## src/rtl/pll_reset_sequencer.sv

```systemverilog
// Reset sequencer for the PLL output clock domain.
// Holds the domain in reset until the synchronized PLL lock has been stable long enough.
//
// state     | meaning
// ----------+-----------------------------------------------------------
// RESET     | just out of resetb; leaves on the first edge
// WAIT_LOCK | filtering: counting consecutive synchronized lock samples
// HOLD      | lock filtered; counting the extra stable cycles before release
// RUN       | domain reset released, ready high
module pll_reset_sequencer #(
  parameter int LOCK_FILTER = 16,
  parameter int HOLD_CYCLES = 64
) (
  input  logic       clock_in,
  input  logic       resetb,
  input  logic       locked,
  output logic       reset_out,
  output logic       reset_out_n,
  output logic       ready,
  output logic [7:0] lock_loss_count,
  output logic [1:0] state
);

  localparam logic [1:0] ST_RESET = 2'd0;
  localparam logic [1:0] ST_WAIT  = 2'd1;
  localparam logic [1:0] ST_HOLD  = 2'd2;
  localparam logic [1:0] ST_RUN   = 2'd3;

  localparam logic [15:0] FILT_TC = 16'(LOCK_FILTER - 1);
  localparam logic [15:0] HOLD_TC = 16'(HOLD_CYCLES - 1);

  logic        s1_q, s2_q;
  logic [1:0]  state_q, state_d;
  logic [15:0] cnt_q, cnt_d;
  logic [7:0]  loss_q, loss_d;
  logic        loss_inc;
  logic        reset_q, reset_n_q, ready_q;

  always_comb begin
    state_d  = state_q;
    cnt_d    = cnt_q;
    loss_inc = 1'b0;
    case (state_q)
      ST_RESET: begin
        state_d = ST_WAIT;
        cnt_d   = '0;
      end
      ST_WAIT: begin
        if (!s2_q) begin
          cnt_d = '0;
        end else if (cnt_q == FILT_TC) begin
          state_d = ST_HOLD;
          cnt_d   = '0;
        end else begin
          cnt_d = cnt_q + 16'd1;
        end
      end
      ST_HOLD: begin
        if (!s2_q) begin
          state_d  = ST_WAIT;
          cnt_d    = '0;
          loss_inc = 1'b1;
        end else if (cnt_q == HOLD_TC) begin
          state_d = ST_RUN;
        end else begin
          cnt_d = cnt_q + 16'd1;
        end
      end
      default: begin
        if (!s2_q) begin
          state_d  = ST_WAIT;
          cnt_d    = '0;
          loss_inc = 1'b1;
        end
      end
    endcase
  end

  // Saturates at 255; only resetb brings it back to zero.
  assign loss_d = (loss_inc && (loss_q != 8'hFF)) ? loss_q + 8'd1 : loss_q;

  always_ff @(posedge clock_in or negedge resetb) begin
    if (!resetb) begin
      s1_q      <= 1'b0;
      s2_q      <= 1'b0;
      state_q   <= ST_RESET;
      cnt_q     <= '0;
      loss_q    <= '0;
      reset_q   <= 1'b1;
      reset_n_q <= 1'b0;
      ready_q   <= 1'b0;
    end else begin
      s1_q      <= locked;
      s2_q      <= s1_q;
      state_q   <= state_d;
      cnt_q     <= cnt_d;
      loss_q    <= loss_d;
      reset_q   <= (state_d != ST_RUN);
      reset_n_q <= (state_d == ST_RUN);
      ready_q   <= (state_d == ST_RUN);
    end
  end

  assign reset_out       = reset_q;
  assign reset_out_n     = reset_n_q;
  assign ready           = ready_q;
  assign lock_loss_count = loss_q;
  assign state           = state_q;

endmodule
```

## config.mk

```make
export PLATFORM = sky130hd
export DESIGN_NAME = pll_reset_sequencer
export DESIGN_NICKNAME = d
export VERILOG_FILES = /design/src/rtl/pll_reset_sequencer.sv
export SDC_FILE = /design/constraint.sdc
export NUM_CORES = 1
export LEC_CHECK = 0
export ABC_AREA = 1
export BUFFER_PORTS_ARGS = -buffer_cell sky130_fd_sc_hd__buf_2
export CORE_MARGIN = 2
export CORE_UTILIZATION = 53
export DETAILED_ROUTE_END_ITERATION = 7
export PLACE_DENSITY = 0.75
export SLEW_MARGIN = 20
export SYNTH_ARGS = -nofsm -noshare
export SYNTH_HDL_FRONTEND = slang
export SYNTH_SLANG_ARGS = --single-unit
```

## constraint.sdc

```tcl
create_clock -name clock_in -period 1.7 [get_ports clock_in]
set_clock_uncertainty 0.15 [all_clocks]
set_input_delay 0.34 -clock clock_in [delete_from_list [all_inputs] [get_ports clock_in]]
set_output_delay 0.34 -clock clock_in [all_outputs]
set_load 0.05 [all_outputs]
```

==> flow_summary.yaml <==
floorplan:
  rows: 21
  design.core.area_um2: 3420
  fp.dieW_um: 64.5
  die_area_um2: 4160
  die_height_um: 64.5
  io_pins: 16
  start_util_pct: 56.8
synth:
  synth_seq_cells: 30
  syn-cell-area_um2: 1940
  avgSynthCellArea_um2: 7.19
  ys_types: 31
  synthCells: 270
  yosysSeqAreaShare_pct: 38.7
  yosys_warnings: 0
  syn_nets: 279
drt:
  drt.antenna.violating_nets: 0
  route.vias.total: 1942
  routedWlPerCell_um: 13.2
  via_per_inst: 5.23
  route.detailed.drc: 0
  first_pass_iters: 4
  wl_um: 4890
  initialDrtViolationCount: 113
worst_setup_path:
  worst_setup_path_start_kind: "flip-flop"
  ff2ff_setup_slack_ps: -20
  path_max_fanout: 6
  rr_endpoint: "lock_loss_count[1]"
  crit_arrival_ps: 1800
  reg2reg_depth: 5
  end_kind: "flip-flop"
  critPathKind: "flip-flop to flip-flop"
  r2r_start: "state[0]"
  required_ps: 1780
power:
  leakage_nw: 1.25
  ir_drop_mv: 0.792
  report.power.total_mw: 2.49
  powerDensity_nw_per_um2: 956
cts:
  clockBufferDepth: 2
  numCtsBuffers: 5
  root_buffer: "clkbuf_4"
  clock_latency_ps: 350
  cts_tree: "done"
  h-tree-depth: 2
  path_clk_slew_ps: 110
  clkSinkCount: 30
global_routing:
  gr-total-overflow: 0
  grt_use_total_pct: 24.4
  grt_pass1_vias: 1708
  antenna_found_initial: 0
  grt_pass1_wl_um: 7710
  grt_max_degree: 31
placed_design:
  dpl.hpwl_um: 3380
  port_buffers: 15
  place_ws_ps: -15.4
  dp.cells: 347
  routabilityCongestion: 0.901
layout:
  mostFrequentLayoutCells: "nand2_1, buf_4, inv_1"
  syn_to_final_growth_pct: 33.8
  final_cells: 371
  post-route-util_pct: 76.1
  antenna_cells: 0
  layout-drive-gt1-share_pct: 36.0
  final_common_cell: "nand2_1"
  nets: 333
job:
  drv_cap: 0
timing:
  min_period_ps: 1720
  grt_setup_unrepaired: "yes"
  fin_ws_ps: -22.8
  slew_headroom_pct: 74.3
  drv_slew: 0
  tightest_slew_ps: 386
  setup_viol: 4
  max_freq_mhz: 580
  finalCritPeriodShare_pct: 101
  timing_hold_violations_final: 0
min_path:
  worstHoldStart: "s1_q"
  hold-path-endpoint: "s2_q"
  min_path_type: "flip-flop to flip-flop"
  min_path_cells: 0
status:
  status: "complete, but fails checks"
  violations: "setup timing"
==> critical path, cell delays in order, from the launching register on <==
cell and delay, ps:
dfrtp_2 490, ha_4 200, nor3_4 230, nand2_4 100
buf_4 150, mux2_4 280
==> synth_stat cells <==
cell	count	area, µm²
nor2_1	30	113
nand3_1	26	130
clkinv_1	1	3.75
nand2_1	84	315
ha_1	6	75.1
nand2_4	1	11.3
inv_1	29	109
buf_6	1	11.3
o21ai_0	1	5.00
dfstp_2	1	26.3
nor3b_1	1	7.51
xor2_1	6	52.6
nor3_2	1	10.0
nand3b_1	1	7.51
a21oi_1	9	45.0
o21bai_1	1	7.51
nand2_2	2	12.5
nand4_4	1	21.3
o21ai_1	6	30.0
o211ai_1	4	30.0
o31ai_1	1	7.51
xnor2_1	4	35.0
clkbuf_1	4	15.0
o21ai_2	2	17.5
nor3_1	3	15.0
dfrtp_1	29	726
mux2_1	1	11.3
nand4_1	8	50.1
nor2_4	2	22.5
buf_4	1	7.51
inv_2	3	11.3
==> area by class of cell <==
type                            count  area, µm²
Timing Repair Buffer               53        382
Tap cell                           46       57.6
Inverter                           33        138
Multi-Input combinational cell    201       1200
Fill cell                         263        817
Sequential cell                    30        764
Clock buffer                        7       55.1
Clock inverter                      1       5.00
==> cell families (layout without fill, tap and decap cells) <==
| group | after synthesis | count (layout) | synth area share (%) |
|---|---|---|---|
| simple gates | 160 | 160 | 36.9 |
| buf+inv | 39 | 94 | 8.12 |
| flops | 30 | 30 | 38.7 |
| compound gates | 24 | 24 | 7.35 |
| xor+xnor | 10 | 10 | 4.51 |
| fa+ha+maj | 6 | 6 | 3.87 |
| mux | 1 | 1 | 0.580 |
==> per-stage QoR <==
step	cell area [µm²]	TNS, ps	hold slack (ps)
after floorplan	2050	-411	-106
after global placement	2320	0	182
after detailed placement	2320	-16.7	190
after CTS	2410	-0.581	212
after global routing	2600	-1400	226
final	2600	-43.9	209
==> how the worst max path moves through the flow <==
| stage | startpoint | endpoint | depth (start not counted) |
|---|---|---|---|
| floorplan | state[1] | cnt_q[3] | 9 |
| global placement | state[1] | cnt_q[0] | 9 |
| detailed placement | state[1] | cnt_q[0] | 9 |
| CTS | state[1] | cnt_q[0] | 9 |
| global route | state[0] | cnt_q[15] | 9 |
| finish | state[0] | lock_loss_count[1] | 5 |
==> layer usage <==
layer,GRT usage [%],wire length [µm],vias up
met5,0,0,-
met4,9.84,131,0
met3,5.73,243,15
met2,36.3,2320,52
met1,34.2,2200,898
li1,-,-,977
==> timing repair <==
action / 4_1_cts / 5_1_grt
pin swaps: 1 / 15
setup endpoints to repair: 9 / 19
hold buffers: 2 / 0
endpoints found under the hold margin: 30 / 0
setup buffers: 1 / 13
gates resized for setup: 2 / 25
==> sequential cells by signal (all words and copies together) (netlist names) <==
name             flops
s2_q                 1
ready                1
cnt_q               16
lock_loss_count      8
reset_out            1
state                2
s1_q                 1
==> report_power, final <==
part	internal, mW	switching (mW)	leakage, nW	total, mW
clock	0.200	0.273	0.0353	0.473
sequential	0.794	0.104	0.387	0.898
combinational	0.424	0.691	0.827	1.11
Power figures use the tool's default switching activity.
